## src/rtl/bg_scroll_renderer.sv

```systemverilog
// bg_scroll_renderer
// Background layer for the VGA pipeline. Maps the current screen coordinate to
// an address in an external synchronous index ROM, with power-of-2 upscaling
// and wrap-around scrolling. The returned index goes through an external
// combinational palette, and the result is registered as the pixel colour. The
// colour stays aligned to a delayed copy of blank.
//
// Ports
//   vga_clk, reset_n            pixel clock, asynchronous active-low reset
//   DrawX, DrawY, blank         screen coordinate and display enable (1 = active)
//   frame_start                 one-cycle pulse; copies shadow scroll -> active scroll
//   scroll_we, scroll_x/y       shadow scroll write (out-of-range writes rejected)
//   rom_address / rom_q         index ROM address (registered) and data (ROM_LAT later)
//   pal_index / pal_red/green/blue   combinational palette lookup
//   red, green, blue, pix_trans registered pixel colour and transparency flag
//   scroll_err                  sticky flag: a scroll write was rejected
//
// Latency from DrawX/DrawY/blank to red/green/blue is ROM_LAT+2 cycles.
module bg_scroll_renderer #(
    parameter int IMG_W     = 640,
    parameter int IMG_H     = 480,
    parameter int SCALE_SH  = 0,
    parameter int ADDR_W    = 19,
    parameter int IDX_W     = 4,
    parameter int COLOR_W   = 4,
    parameter int ROM_LAT   = 1,
    parameter int TRANS_IDX = 0
) (
    input  logic               vga_clk,
    input  logic               reset_n,
    input  logic [9:0]         DrawX,
    input  logic [9:0]         DrawY,
    input  logic               blank,
    input  logic               frame_start,
    input  logic               scroll_we,
    input  logic [9:0]         scroll_x,
    input  logic [9:0]         scroll_y,
    output logic [ADDR_W-1:0]  rom_address,
    input  logic [IDX_W-1:0]   rom_q,
    output logic [IDX_W-1:0]   pal_index,
    input  logic [COLOR_W-1:0] pal_red,
    input  logic [COLOR_W-1:0] pal_green,
    input  logic [COLOR_W-1:0] pal_blue,
    output logic [COLOR_W-1:0] red,
    output logic [COLOR_W-1:0] green,
    output logic [COLOR_W-1:0] blue,
    output logic               pix_trans,
    output logic               scroll_err
);

    // The address arithmetic needs at least 20 bits (1023*1023 < 2**20).
    localparam int               CALC_W  = (ADDR_W > 20) ? ADDR_W : 20;
    localparam logic [10:0]      W11     = 11'(IMG_W);
    localparam logic [10:0]      H11     = 11'(IMG_H);
    localparam logic [IDX_W-1:0] TRANS_V = IDX_W'(TRANS_IDX);

    if (IMG_W * IMG_H > 2 ** ADDR_W) begin : g_bad_addr_w
        $error("bg_scroll_renderer: ADDR_W too small for IMG_W*IMG_H");
    end
    if (ROM_LAT < 1 || ROM_LAT > 3) begin : g_bad_rom_lat
        $error("bg_scroll_renderer: ROM_LAT must be 1..3");
    end
    if (SCALE_SH < 0 || SCALE_SH > 3) begin : g_bad_scale
        $error("bg_scroll_renderer: SCALE_SH must be 0..3");
    end

    // Scroll registers: the shadow copy is written at any time, and the active
    // copy changes only on frame_start.
    logic [9:0] shadow_x, shadow_y;
    logic [9:0] act_x, act_y;

    // NOTE: every register in this module uses non-blocking assignment, so
    // that frame_start and scroll_we in the same cycle copy the OLD shadow
    // value into active.
    always_ff @(posedge vga_clk or negedge reset_n) begin
        if (!reset_n) begin
            shadow_x   <= '0;
            shadow_y   <= '0;
            act_x      <= '0;
            act_y      <= '0;
            scroll_err <= 1'b0;
        end else begin
            if (frame_start) begin
                act_x <= shadow_x;
                act_y <= shadow_y;
            end
            if (scroll_we) begin
                if (({1'b0, scroll_x} < W11) && ({1'b0, scroll_y} < H11)) begin
                    shadow_x <= scroll_x;
                    shadow_y <= scroll_y;
                end else begin
                    scroll_err <= 1'b1;
                end
            end
        end
    end

    // Stage 0: scaled coordinate, range check, wrapped source coordinate.
    logic [9:0]        sx, sy;
    logic [10:0]       sum_x, sum_y, wx, wy;
    logic              oob;
    logic [CALC_W-1:0] addr_full;

    // NOTE: this block assigns every signal on every path, so no latch is
    // inferred.
    always_comb begin
        sx    = DrawX >> SCALE_SH;
        sy    = DrawY >> SCALE_SH;
        oob   = ({1'b0, sx} >= W11) || ({1'b0, sy} >= H11);
        sum_x = {1'b0, sx} + {1'b0, act_x};
        sum_y = {1'b0, sy} + {1'b0, act_y};
        // Both terms are below the image size, so one subtract gives the wrap.
        wx    = (sum_x >= W11) ? (sum_x - W11) : sum_x;
        wy    = (sum_y >= H11) ? (sum_y - H11) : sum_y;
        addr_full = CALC_W'(wy) * CALC_W'(IMG_W) + CALC_W'(wx);
    end

    // The blank and oob delay lines run in step with the ROM access. Bit 0 is
    // loaded together with rom_address, and bit ROM_LAT lines up with rom_q.
    logic [ROM_LAT:0] blank_pipe, oob_pipe;

    always_ff @(posedge vga_clk or negedge reset_n) begin
        if (!reset_n) begin
            rom_address <= '0;
            blank_pipe  <= '0;
            oob_pipe    <= '0;
        end else begin
            rom_address <= oob ? '0 : addr_full[ADDR_W-1:0];
            blank_pipe  <= {blank_pipe[ROM_LAT-1:0], blank};
            oob_pipe    <= {oob_pipe[ROM_LAT-1:0], oob};
        end
    end

    assign pal_index = rom_q;

    // Output stage. Blanked pixels are black and opaque. Pixels outside the
    // image are black and transparent.
    always_ff @(posedge vga_clk or negedge reset_n) begin
        if (!reset_n) begin
            red       <= '0;
            green     <= '0;
            blue      <= '0;
            pix_trans <= 1'b0;
        end else if (!blank_pipe[ROM_LAT]) begin
            red       <= '0;
            green     <= '0;
            blue      <= '0;
            pix_trans <= 1'b0;
        end else if (oob_pipe[ROM_LAT]) begin
            red       <= '0;
            green     <= '0;
            blue      <= '0;
            pix_trans <= 1'b1;
        end else begin
            red       <= pal_red;
            green     <= pal_green;
            blue      <= pal_blue;
            pix_trans <= (rom_q == TRANS_V);
        end
    end

endmodule

```

## config.mk

```make
export PLATFORM = sky130hd
export DESIGN_NAME = bg_scroll_renderer
export DESIGN_NICKNAME = d
export VERILOG_FILES = /design/src/rtl/bg_scroll_renderer.sv
export SDC_FILE = /design/constraint.sdc
export NUM_CORES = 1
export LEC_CHECK = 0
export ABC_AREA = 1
export BUFFER_PORTS_ARGS = -buffer_cell sky130_fd_sc_hd__buf_2
export CAP_MARGIN = 20
export CORE_MARGIN = 1
export CORE_UTILIZATION = 35
export CTS_CLUSTER_DIAMETER = 200
export CTS_CLUSTER_SIZE = 25
export DETAILED_ROUTE_END_ITERATION = 10
export PLACE_DENSITY = 0.62
export SYNTH_ARGS = -nofsm -noshare
export SYNTH_HDL_FRONTEND = slang
export SYNTH_SLANG_ARGS = --single-unit
```

## constraint.sdc

```tcl
create_clock -name vga_clk -period 4.05 [get_ports vga_clk]
set_input_delay 0.81 -clock vga_clk [delete_from_list [all_inputs] [get_ports vga_clk]]
set_output_delay 0.81 -clock vga_clk [all_outputs]
set_load 0.03 [all_outputs]
```

==> impl_metrics.toml <==
[status]
status = "finished with violations"
failed_checks = "negative setup slack"

[cells_and_area]
area_delta_synth_final_pct = 38.1
regArea_um2 = 1930
fillers = 1293
multi_input_area_um2 = 2720
n_antenna_cell = 0
layout-drive-gt1-share = 0.394
nets = 832
finalCoreUtilization = 0.495

[pwr]
ir_drop_mv = 0.434
netSwitchingFraction = 0.408
p_leak_nw = 3.53
combPwrFrac = 0.705
internal_power_mw = 3.56
seq_power_share = 0.163
switchingPower_mw = 2.45
p_per_area_nw_per_um2 = 916
power.share.clock = 0.132

[clock_network]
cts_hold_buf = 0
tritoncts = "built"
htreeDepth = 3
insertion_delay_ns = 0.34
numCtsBuffers = 9
cts_root_buffer = "clkbuf_16"
clock-sinks = 77
path_clk_slew_ns = 0.05
clk_path_buf_depth = 2

[timing]
max_clock_freq_ghz = 0.240
setup_violations = 2
worst_hold_slack_ns = 0.347
rsz0062_at_grt = "true"
fin_skew_ns = 0.00800
setup_ws_ns = -0.123
finalMaxSlewViolations = 0
slew_headroom = 0.371
hold_viol = 0
period_share = 1.03
period_needed_ns = 4.17
tightest_slew_ns = 0.941

[floorplanning]
rows = 42
die_x_um = 118
start_util = 0.359
die_h_um = 118
boundaryPins = 98
coreArea_um2 = 13200
die-area_um2 = 14000

[worst_hold_path]
worst_hold_path_type = "flop to flop"

[detailed_routing]
vias_per_cell = 4.53
ant_nets = 0
vias = 4104
avgRoutedWirePerCell_um = 11.3
detail_route.iter0.violations = 158
drt_pass1_iterations = 4
routed_wl_um = 10200
drcViolationCount = 0

[placed_design]
dpl.hpwl_um = 8190
portBuffers = 97
gp_congestion = 0.840

[global_route]
antenna_found_initial = 0
track_usage = 0.157
grt_max_degree = 78
grt_overflow = 0
grt_pass1_wl_um = 17500
grt_pass1_vias = 4050

[synthesis]
async_flop_share = 1.00
syn-num-nets = 654
syn_inst = 546
ys_top_cells_by_area = "dfrtp_1 41%, ha_1 11%, nand2_1 9.2%, mux2_2 9.0%, inv_1 5.7%"
ys_seq_area_frac = 0.406
synth_edf_count = 0
synthFlopType = "dfrtp_1"
avgSynthCellArea_um2 = 8.70
ys_types = 37
netlist_area_um2 = 4750
synth.ff_latch_count = 77
synth_top_area_share = 0.406
synthTopCellsByCount = "116 x nand2_1, 77 x dfrtp_1, 72 x inv_1"
yosysMostFrequentCell = "nand2_1"
ys.warnings.count = 0
synth.largest_area_cell = "dfrtp_1"

[run]
drv_cap = 0

[critical_path]
crit_path_start_kind = "input port"
worstPathRequired_ns = 4.28
cp-end-kind = "flop"
cp_max_fo = 6
worstSetupPathType = "input port to flop"
critical_path_arrival_ns = 4.40
-- through the flow --
step | TNS (ns) | cells | area, um^2 | worst slack [ns] | power (mW)
final | -0.138 | 905 | 6560 | -0.123 | 6.01
after global routing | -0.894 | 905 | 6560 | -0.283 | 6.59
after CTS | -0.00925 | 898 | 6370 | -0.00925 | 5.60
after detailed placement | -1.71 | 882 | 6040 | -0.437 | 4.66
after global placement | -1.29 | 882 | 6040 | -0.385 | 4.57
after floorplan | -0.125 | 546 | 4840 | -0.107 | 3.28
-- kinds of logic (layout without fill, tap and decap cells) --
group	count (synthesis)	count (layout)	synth area share
flops	77	77	0.406
fa+ha+maj	47	47	0.130
xor+xnor	16	16	0.0311
buf+inv	89	272	0.0738
compound gates	52	52	0.0609
mux	39	39	0.0925
simple gates	226	226	0.206
-- worst paths after layout --
| kind | from | endpoint | slack [ns] | cells after the start |
|---|---|---|---|---|
| worst min register to register | blank_pipe[0]$_DFF_PN0_ | blank_pipe[1]$_DFF_PN0_ | 0.35 | 0 |
| worst max register to register | act_y[0]$_DFFE_PN0P_ | rom_address[18]$_DFF_PN0_ | 0.01 | 25 |
| worst max-delay path | DrawY[0] | rom_address[18]$_DFF_PN0_ | -0.12 | 26 |
| min in group asynchronous | reset_n | act_x[2]$_DFFE_PN0P_ | 0.61 | 1 |
| max in group asynchronous | reset_n | rom_address[10]$_DFF_PN0_ | 2.82 | 1 |
| worst min-delay path | blank_pipe[0]$_DFF_PN0_ | blank_pipe[1]$_DFF_PN0_ | 0.35 | 0 |
-- layout make-up --
class,count,share of cell area
Inverter,79,0.0452
Timing Repair Buffer,177,0.167
Multi-Input combinational cell,380,0.414
Tap cell,176,0.0336
Sequential cell,77,0.294
Clock buffer,11,0.0370
Clock inverter,5,0.00916
-- sequential cells by signal, indices dropped and copies added (netlist names) --
register,flops
rom_address,19
act_x,10
act_y,10
shadow_x,10
shadow_y,10
blue,4
green,4
red,4
blank_pipe,2
oob_pipe,2
pix_trans,1
scroll_err,1
-- critical path, stage by stage --
cell     delay (ns)
buf_6          0.07
ha_4           0.12
inv_2          0.03
fa_2           0.52
inv_2          0.04
or2_4          0.22
nor2_2         0.09
nand3_1        0.06
nor2_1         0.10
nand2_1        0.07
nor2_2         0.11
nand2_2        0.07
nand2_4        0.11
mux2_4         0.33
ha_4           0.28
ha_4           0.22
a21oi_4        0.16
o21ai_4        0.09
buf_6          0.13
xnor2_4        0.12
nor3_2         0.24
nand3_2        0.12
nor2_2         0.11
nand3_1        0.07
nand2_1        0.06
nor2_1         0.05
-- timing repair --
action / CTS / global route
resized for setup: 6 / 25
endpoints found under the hold margin: 0 / 0
setup buffers: 0 / 7
endpoints found under the setup margin: 1 / 7
pin swaps: 3 / 16
-- cell usage in the layout, fill, tap and decap left out, types with 3 or more instances in the layout --
| cell type | synthesis | layout |
|---|---|---|
| nand2_1 | 116 | 111 |
| buf_2 | 1 | 95 |
| buf_4 | 4 | 80 |
| dfrtp_1 | 77 | 77 |
| inv_1 | 72 | 69 |
| nor2_1 | 53 | 50 |
| mux2_2 | 38 | 38 |
| ha_1 | 43 | 32 |
| nand3_1 | 31 | 30 |
| a21oi_1 | 27 | 23 |
| o21ai_0 | 14 | 11 |
| ha_4 | 0 | 11 |
| inv_2 | 7 | 10 |
| nand2_2 | 5 | 10 |
| clkbuf_16 | 0 | 9 |
| xnor2_1 | 9 | 7 |
| nand4_1 | 7 | 7 |
| xor2_1 | 6 | 5 |
| nor2_2 | 3 | 5 |
| o21ai_1 | 1 | 4 |
| a21oi_2 | 0 | 3 |
| nand3_2 | 2 | 3 |
| o21a_1 | 3 | 3 |
-- power by group through the flow --
stage	sequential, mW	combinational (mW)	clock [mW]
2_1_floorplan	1.08	2.19	0
3_3_place_gp	0.988	3.58	0
3_5_place_dp	0.995	3.66	0
4_1_cts	0.981	3.80	0.819
5_1_grt	1.00	4.74	0.854
6_report	0.982	4.24	0.794
-- per-layer routing --
| layer | wire [um] | vias to the layer above | GRT usage |
|---|---|---|---|
| li1 | - | 2116 | - |
| met1 | 4360 | 1869 | 0.177 |
| met2 | 5130 | 101 | 0.277 |
| met3 | 552 | 18 | 0.0449 |
| met4 | 195 | 0 | 0.0633 |
| met5 | 0 | - | 0 |
No activity file was read; power rests on OpenSTA's default activity.
